## src/rtl/fir_sample_ctrl_if.sv

```systemverilog
// Control bundle between the FIR sequencer and its upstream/datapath neighbours.
interface fir_sample_ctrl_if #(
  parameter int unsigned REG_W = 4
);
  logic             data_ready;
  logic             load_coeff;
  logic             overflow;
  logic             cnt_done;
  logic             modwait;
  logic             cnt_up;
  logic             clear;
  logic             err;
  logic [2:0]       op;
  logic [REG_W-1:0] src1;
  logic [REG_W-1:0] src2;
  logic [REG_W-1:0] dest;

  // Upstream, datapath and counter side
  modport master (
    output data_ready, load_coeff, overflow, cnt_done,
    input  modwait, cnt_up, clear, err, op, src1, src2, dest
  );

  // Sequencer side
  modport slave (
    input  data_ready, load_coeff, overflow, cnt_done,
    output modwait, cnt_up, clear, err, op, src1, src2, dest
  );
endinterface

```

## src/rtl/fir_sample_ctrl.sv

```systemverilog
// FIR sequencer: shifts the sample window, stores a new sample, runs NUM_TAPS MAC steps,
// and loads coefficients one per request. Outputs are flops loaded from the next-state decode.
module fir_sample_ctrl #(
  parameter int unsigned NUM_TAPS = 4,
  parameter int unsigned REG_W    = 4
) (
  input logic              clk,
  input logic              rst,
  fir_sample_ctrl_if.slave bus
);
  localparam int unsigned IDX_W = $clog2(NUM_TAPS) + 1;

  localparam logic [REG_W-1:0] R_ACC      = '0;
  localparam logic [REG_W-1:0] R_NEW      = REG_W'(1);
  localparam logic [REG_W-1:0] R_TMP      = REG_W'(2 * NUM_TAPS + 1);
  localparam logic [REG_W-1:0] R_COEF0    = REG_W'(NUM_TAPS + 1);
  localparam logic [REG_W-1:0] R_TAPS     = REG_W'(NUM_TAPS);
  localparam logic [IDX_W-1:0] IDX_ONE    = IDX_W'(1);
  localparam logic [IDX_W-1:0] IDX_LAST   = IDX_W'(NUM_TAPS);
  localparam logic [IDX_W-1:0] COEFF_LAST = IDX_W'(NUM_TAPS - 1);

  localparam logic [2:0] OP_NOP     = 3'b000;
  localparam logic [2:0] OP_COPY    = 3'b001;
  localparam logic [2:0] OP_LD_SAMP = 3'b010;
  localparam logic [2:0] OP_LD_COEF = 3'b011;
  localparam logic [2:0] OP_ADD     = 3'b100;
  localparam logic [2:0] OP_MUL     = 3'b110;

  typedef enum logic [2:0] {
    S_IDLE, S_COEFF, S_SHIFT, S_STORE, S_MUL, S_ACC, S_DONE, S_ERR
  } state_t;

  state_t           state_q, state_d;
  logic [IDX_W-1:0] tap_q, tap_d;
  logic [IDX_W-1:0] coeff_q, coeff_d;

  logic             modwait_d, cnt_up_d, clear_d, err_d;
  logic [2:0]       op_d;
  logic [REG_W-1:0] src1_d, src2_d, dest_d;
  logic             arith_c;

  // State, indices and registered outputs
  always_ff @(posedge clk) begin
    if (rst) begin
      state_q     <= S_IDLE;
      tap_q       <= '0;
      coeff_q     <= '0;
      bus.modwait <= 1'b0;
      bus.cnt_up  <= 1'b0;
      bus.clear   <= 1'b0;
      bus.err     <= 1'b0;
      bus.op      <= OP_NOP;
      bus.src1    <= '0;
      bus.src2    <= '0;
      bus.dest    <= '0;
    end else begin
      state_q     <= state_d;
      tap_q       <= tap_d;
      coeff_q     <= coeff_d;
      bus.modwait <= modwait_d;
      bus.cnt_up  <= cnt_up_d;
      bus.clear   <= clear_d;
      bus.err     <= err_d;
      bus.op      <= op_d;
      bus.src1    <= src1_d;
      bus.src2    <= src2_d;
      bus.dest    <= dest_d;
    end
  end

  // Next state, then the outputs that state will present
  always_comb begin
    state_d   = state_q;
    tap_d     = tap_q;
    coeff_d   = coeff_q;
    op_d      = OP_NOP;
    src1_d    = '0;
    src2_d    = '0;
    dest_d    = '0;
    modwait_d = 1'b0;
    cnt_up_d  = 1'b0;
    clear_d   = 1'b0;
    err_d     = 1'b0;
    arith_c   = (state_q == S_MUL) || ((state_q == S_ACC) && (tap_q != IDX_ONE));

    case (state_q)
      S_IDLE, S_ERR: begin
        if (bus.data_ready) begin
          state_d = S_SHIFT;
          tap_d   = COEFF_LAST;
        end else if (bus.load_coeff) begin
          state_d = S_COEFF;
        end
      end
      S_COEFF: begin
        state_d = S_IDLE;
        coeff_d = (coeff_q == COEFF_LAST) ? '0 : coeff_q + IDX_ONE;
      end
      S_SHIFT: begin
        // The sample must still be valid when the store would be issued
        if (tap_q != IDX_ONE)     tap_d   = tap_q - IDX_ONE;
        else if (bus.data_ready)  state_d = S_STORE;
        else                      state_d = S_ERR;
      end
      S_STORE: begin
        state_d = S_MUL;
        tap_d   = IDX_ONE;
      end
      S_MUL: state_d = (arith_c && bus.overflow) ? S_ERR : S_ACC;
      S_ACC: begin
        if (arith_c && bus.overflow) state_d = S_ERR;
        else if (tap_q == IDX_LAST)  state_d = S_DONE;
        else begin
          state_d = S_MUL;
          tap_d   = tap_q + IDX_ONE;
        end
      end
      S_DONE:  state_d = S_IDLE;
      default: state_d = S_IDLE;
    endcase

    case (state_d)
      S_COEFF: begin
        op_d      = OP_LD_COEF;
        dest_d    = R_COEF0 + REG_W'(coeff_q);
        modwait_d = 1'b1;
        clear_d   = (coeff_q == COEFF_LAST);
      end
      S_SHIFT: begin
        op_d      = OP_COPY;
        src1_d    = REG_W'(tap_d);
        dest_d    = REG_W'(tap_d) + R_NEW;
        modwait_d = 1'b1;
      end
      S_STORE: begin
        op_d      = OP_LD_SAMP;
        dest_d    = R_NEW;
        modwait_d = 1'b1;
        cnt_up_d  = 1'b1;
      end
      S_MUL: begin
        op_d      = OP_MUL;
        src1_d    = REG_W'(tap_d);
        src2_d    = R_TAPS + REG_W'(tap_d);
        dest_d    = R_TMP;
        modwait_d = 1'b1;
      end
      S_ACC: begin
        modwait_d = 1'b1;
        dest_d    = R_ACC;
        if (tap_d == IDX_ONE) begin
          op_d   = OP_COPY;
          src1_d = R_TMP;
        end else begin
          op_d   = OP_ADD;
          src1_d = R_ACC;
          src2_d = R_TMP;
        end
      end
      S_DONE:  clear_d = bus.cnt_done;
      S_ERR:   err_d   = 1'b1;
      default: ;
    endcase
  end
endmodule
```

## src/flat_wrapper.sv

```systemverilog
// flat-port wrapper written by rule: the top's interface ports become plain ports
module fir_sample_ctrl_flat 
#(
  parameter int unsigned NUM_TAPS = 4,
  parameter int unsigned REG_W    = 4
)
  (clk, rst, bus_data_ready, bus_load_coeff, bus_overflow, bus_cnt_done, bus_modwait, bus_cnt_up, bus_clear, bus_err, bus_op, bus_src1, bus_src2, bus_dest);
  fir_sample_ctrl_if #(.REG_W(REG_W)) bus_i ();
  input logic clk;
  input logic rst;
  input wire logic [$bits(bus_i.data_ready)-1:0] bus_data_ready;
  input wire logic [$bits(bus_i.load_coeff)-1:0] bus_load_coeff;
  input wire logic [$bits(bus_i.overflow)-1:0] bus_overflow;
  input wire logic [$bits(bus_i.cnt_done)-1:0] bus_cnt_done;
  output wire logic [$bits(bus_i.modwait)-1:0] bus_modwait;
  output wire logic [$bits(bus_i.cnt_up)-1:0] bus_cnt_up;
  output wire logic [$bits(bus_i.clear)-1:0] bus_clear;
  output wire logic [$bits(bus_i.err)-1:0] bus_err;
  output wire logic [$bits(bus_i.op)-1:0] bus_op;
  output wire logic [$bits(bus_i.src1)-1:0] bus_src1;
  output wire logic [$bits(bus_i.src2)-1:0] bus_src2;
  output wire logic [$bits(bus_i.dest)-1:0] bus_dest;
  assign bus_i.data_ready = bus_data_ready;
  assign bus_i.load_coeff = bus_load_coeff;
  assign bus_i.overflow = bus_overflow;
  assign bus_i.cnt_done = bus_cnt_done;
  assign bus_modwait = bus_i.modwait;
  assign bus_cnt_up = bus_i.cnt_up;
  assign bus_clear = bus_i.clear;
  assign bus_err = bus_i.err;
  assign bus_op = bus_i.op;
  assign bus_src1 = bus_i.src1;
  assign bus_src2 = bus_i.src2;
  assign bus_dest = bus_i.dest;
  fir_sample_ctrl #(.NUM_TAPS(NUM_TAPS), .REG_W(REG_W)) u_core (.clk(clk), .rst(rst), .bus(bus_i));
endmodule
```

## config.mk

```make
export PLATFORM = sky130hd
export DESIGN_NAME = fir_sample_ctrl_flat
export DESIGN_NICKNAME = d
export VERILOG_FILES = /design/src/rtl/fir_sample_ctrl_if.sv /design/src/rtl/fir_sample_ctrl.sv /design/src/flat_wrapper.sv
export SDC_FILE = /design/constraint.sdc
export NUM_CORES = 1
export LEC_CHECK = 0
export ABC_AREA = 1
export ABC_CLOCK_PERIOD_IN_PS = 2220
export BUFFER_PORTS_ARGS = -buffer_cell sky130_fd_sc_hd__buf_2
export CORE_MARGIN = 10
export CORE_UTILIZATION = 40
export CTS_CLUSTER_DIAMETER = 100
export DETAILED_ROUTE_END_ITERATION = 8
export GPL_ROUTABILITY_DRIVEN = 0
export PLACE_DENSITY = 0.65
export REMOVE_ABC_BUFFERS = 1
export SLEW_MARGIN = 25
export SYNTH_ARGS = -nofsm -noshare
export SYNTH_HDL_FRONTEND = slang
export SYNTH_SLANG_ARGS = --single-unit
```

## constraint.sdc

```tcl
create_clock -name clk -period 2.22 [get_ports clk]
set_clock_uncertainty 0.05 [all_clocks]
set_input_delay 0.444 -clock clk [delete_from_list [all_inputs] [get_ports clk]]
set_output_delay 0.444 -clock clk [all_outputs]
set_load 0.005 [all_outputs]
```

# Word level (Yosys, flattened, before mapping)
# Cells that the tools add are included.
# totals
output_inout_bits,19
elab_cells,68
ff_bits,28
# op_classes
n_eq_ne,18
add_sub_neg,6
mux,25
reduce_logical,8
# op_table
cell,count
3-bit 2-to-1 mux,11
3-bit == test (second input constant),9
3-bit case mux with 6 select lines,1
4-bit case mux with 2 select lines,2
4-bit case mux with 4 select lines,1
3-bit by 2-bit == test with 1-bit output (second input constant),5
3-bit case mux with 5 select lines,1
3-bit case mux with 4 select lines,1
3-bit by 1-bit == test with 1-bit output (second input constant),3
3-bit by 3-bit adder with 4-bit output (first input constant),2
4-bit 2-to-1 mux,2
3-bit by 1-bit adder with 3-bit output (second input constant),2
2-bit OR reduction,3
5-bit OR reduction,1
3-bit by 1-bit adder with 4-bit output (second input constant),1
2-bit 2-to-1 mux,2
3-bit logical NOT,1
1-bit 2-to-1 mux,3
3-bit by 1-bit != test with 1-bit output (second input constant),1
3-bit by 1-bit subtractor with 3-bit output (second input constant),1
1-bit logical AND,2
1-bit case mux with 2 select lines,1
1-bit logical OR,1

# Logic depth before layout (Yosys ltp)
# depth
ltp_word,9
depth_mapped,15
depth_no_buf,15

# Least setup slack after synthesis
# OpenSTA, ideal clock, no wires.
# synth_timing
kind,reg2reg
start,register u_core.tap_q[1]
end,register u_core.bus.dest[1]
arrival_time_ns,1.873
path_stages_with_launch,12
period_less_slack_ns,1.994
path_slack_ns,0.226
setup_time_ns,0.071
t_required_ns,2.099
path_cell_list,dfxtp_1 inv_1 ha_1 a21oi_4 nand2_4 nand4_1 nand2_1 a21oi_1 nand2_1 ha_1 or2_0 a21oi_1
# synth_between
elab_chain_len,8
# synth_rtl
item,line,rtl
from (decl),fir_sample_ctrl.sv:34,"logic [IDX_W-1:0] tap_q, tap_d;"
from (signal assigned),fir_sample_ctrl.sv:58,tap_q <= tap_d;
3-bit by 1-bit != test with 1-bit output,"fir_sample_ctrl.sv:84, fir_sample_ctrl.sv:101",
1-bit logical AND,fir_sample_ctrl.sv:84,arith_c = (state_q == S_MUL) || ((state_q == S_ACC) && (tap_q != IDX_ONE));
1-bit logical OR,fir_sample_ctrl.sv:84,
1-bit logical AND,fir_sample_ctrl.sv:111,if (arith_c && bus.overflow) state_d = S_ERR;
3-bit 2-to-1 mux,fir_sample_ctrl.sv:111,
3-bit case mux with 4 select lines *,fir_sample_ctrl.sv:86,case (state_q)
net u_core.tap_d[0],fir_sample_ctrl.sv:34,
3-bit by 1-bit adder with 4-bit output *,fir_sample_ctrl.sv:132,dest_d = REG_W'(tap_d) + R_NEW;
4-bit case mux with 4 select lines *,fir_sample_ctrl.sv:122,case (state_d)
to (signal assigned),fir_sample_ctrl.sv:67,bus.dest <= dest_d;
to (decl),fir_sample_ctrl_if.sv:27,"output modwait, cnt_up, clear, err, op, src1, src2, dest"
# Mark *: on every way through the listed nets, which the timed path passes. The rest lies on a longest branch.
# A chain may end at the register's enable or synchronous reset.

# Worst setup path after layout
# Same ends and word-level chain as after synthesis.

==> metrics <==
initial antenna violation count=0; power per cell area=1180 nW/µm²; commonest non-fill, non-tap cell in the layout=nand2_1; min cycle time layout=2.04 ns; CTS H-tree depth=1; clock buffer depth=2; delay-heaviest family, CP=simple AND/OR/NAND/NOR gates; worst-margin pin slew=0.321 ns; Final setup viols=0; clock sinks=28; via/cell ratio=4.81; Worst-path clk slew=0.09 ns; final hold violations=0; HP Class=input port to flop; DR WL/cell=12.1 µm; reg2reg path depth=11; Residual DRC=0; outcome=completed; Initial Utilization=41.3%; TritonCTS clock tree=done; Overflow after GRT=0; number of synthesized flops with an enable pin=0; Top Layer Used=met4; Cells on Worst Hold Path=3; row count=23; chip width=84.5 µm; Gate Count Post-Synth=215; crit path max fanout=6; CP dominant cell by count=a21oi_1; final total power=2.34 mW; ANT cells=0; Top Ports=25; Rel. slew slack=78.4%; DR iter-0 viols=42; worst vdd ir=0.000601 V; Cell variety after synth=34; CP Launch Type=flop; clk root buf=clkbuf_8; worst path required time=2.38 ns; total core area=4030 µm²; Crit. End Element=flop; wl on met1=1650 µm; max incr delay on CP=0.38 ns; Lkg Pwr=0.995 nW; Sum Neg Setup Slack=0 ns; FF-to-FF setup slack=0.18 ns; Worst Path Buf+Inv=1; placed cell count=289; routed wl met2=1650 µm; fin nets=259; Slew Limit Fails=0; number of buffers added on ports=24; vias in the first global route=1,375; reg2reg end=u_core.bus.dest[1]; pin count of the biggest net entering global routing=17; Critical-path top delay cell=dfxtp_4; via count=1,410; Post-Route Utilization=49.2%; Synth Warn #=0; Main synth FF type=dfxtp_1; Layout area overhead=18.9%; clock latency on the worst-skew pair=0.27 ns; Seq cells post-synth=28; final instance area=1980 µm²; most frequent cells in the layout=nand2_1, buf_2, dfxtp_1; max cap viols=0; placed inst area=1850 µm²; # fillers=421; Final Cycle Share=91.9%; Crit Path Category=flop to flop; Die Y=84.5 µm; Critical Path AT=2.20 ns; non-filler instance count after layout=293; Total GRT Usage=9.79%; async set-reset flop share out of synthesis=0%; worst r2r src=u_core.tap_q[1]; DP Wirelength=2840 µm; first-pass GRT wire length=6070 µm; Initial DRT Pass Iterations=4; Die ar.=7140 µm²; Mapped Area=1670 µm²; Worst Hold Path EP=u_core.bus.clear; fraction of layout cells with a size suffix above 1=38.3%; wire length on met3=224 µm; sequential area share after synthesis=33.7%; WL final=3550 µm; Hold Buf Count CTS=0; Avg Inst Size Synth=7.75 µm²; Num CTS Buffers=3; fmax=490 MHz; CP cell instances=inv_2 -> ha_4 -> a21oi_4 -> nand2_4 -> nand4_1 -> nand2_1 -> a21oi_1 -> nand2_2 -> ha_1 -> or2_0 -> a21oi_1; ANT nets after route=0; hold_sp=bus_cnt_done
## cell families (layout without fill, tap and decap cells)
group,count (synthesis),after routing,synth area share [%]
and+or+nand+nor,107,107,37.6
buffers and inverters,41,69,9.99
AOI/OAI and AO/OA,29,29,11.5
DFF,28,28,33.7
adders and majority gates,9,9,6.76
xor gates and xnor gates,1,1,0.526
## worst max path at each step
stage | startpoint | endpoint | slack [ns] | depth (start not counted)
finish | u_core.tap_q[1] | u_core.bus.dest[1] | 0.18 | 11
global route | u_core.state_q[1] | u_core.bus.dest[1] | -0.009 | 12
CTS | u_core.tap_q[1] | u_core.bus.dest[1] | 0.002 | 11
detailed placement | u_core.tap_q[1] | u_core.bus.dest[1] | 0.03 | 11
global placement | u_core.tap_q[0] | u_core.bus.dest[1] | 0.11 | 12
floorplan | u_core.tap_q[1] | u_core.bus.dest[1] | 0.23 | 11
## report_power, final
| group | total, mW | switching (mW) | internal (mW) | leakage [nW] |
|---|---|---|---|---|
| sequential | 0.709 | 0.0804 | 0.629 | 0.231 |
| clock | 0.396 | 0.154 | 0.241 | 0.0357 |
| combinational | 1.23 | 0.769 | 0.464 | 0.728 |
## registers in the layout, indices dropped and copies added, names as in the netlist
name,flops
u_core.coeff_q,3
u_core.bus.src2,4
u_core.bus.modwait,1
u_core.tap_q,3
u_core.bus.dest,4
u_core.bus.cnt_up,1
u_core.state_q,3
u_core.bus.err,1
u_core.bus.op,3
u_core.bus.clear,1
u_core.bus.src1,4
## worst register-to-register path, stage by stage (launching register included)
cell and delay [ns]:
dfxtp_4 0.38, inv_2 0.08, ha_4 0.18, a21oi_4 0.16, nand2_4 0.10, nand4_1 0.08, nand2_1 0.05, a21oi_1 0.15
nand2_2 0.11, ha_1 0.29, or2_0 0.21, a21oi_1 0.14
## through the flow
stage / hold slack (ns) / worst slack (ns)
floorplan: 0.397 / 0.227
global placement: 0.427 / 0.110
detailed placement: 0.423 / 0.0329
CTS: 0.396 / 0.00188
global route: 0.417 / -0.00917
finish: 0.414 / 0.179
## cell usage after synthesis, drive strengths merged (2+ instances only)
cell type	n	area share, %
dfxtp	28	34
inv	37	8.6
nand4	5	2.8
nor3	3	0.90
clkbuf	2	0.45
a21oi	8	3.3
o21ai	16	5.9
nand3	18	8.6
ha	9	6.8
a211oi	2	0.90
nor2	30	11
nand2	50	14
## metal layers
metal,vias to the layer above,track usage (%)
li1,747,-
met1,633,11.6
met2,28,16.2
met3,2,3.77
met4,0,2.40
met5,-,0
## timing repair
item | 4_1_cts | 5_1_grt
buffers inserted | 0 | 0
setup endpoints to repair | 0 | 8
resized for setup | 0 | 16
hold endpoints to repair | 0 | 0
## final cells by class
type | count | area (µm²) | share of cell area [%]
Clock inverter | 1 | 30.0 | 1.52
Clock buffer | 3 | 41.3 | 2.08
Tap cell | 50 | 62.6 | 3.16
Timing Repair Buffer | 27 | 143 | 7.20
Sequential cell | 28 | 571 | 28.8
Multi-Input combinational cell | 146 | 986 | 49.8
Inverter | 38 | 148 | 7.45
(Power assumes the default switching activity.)
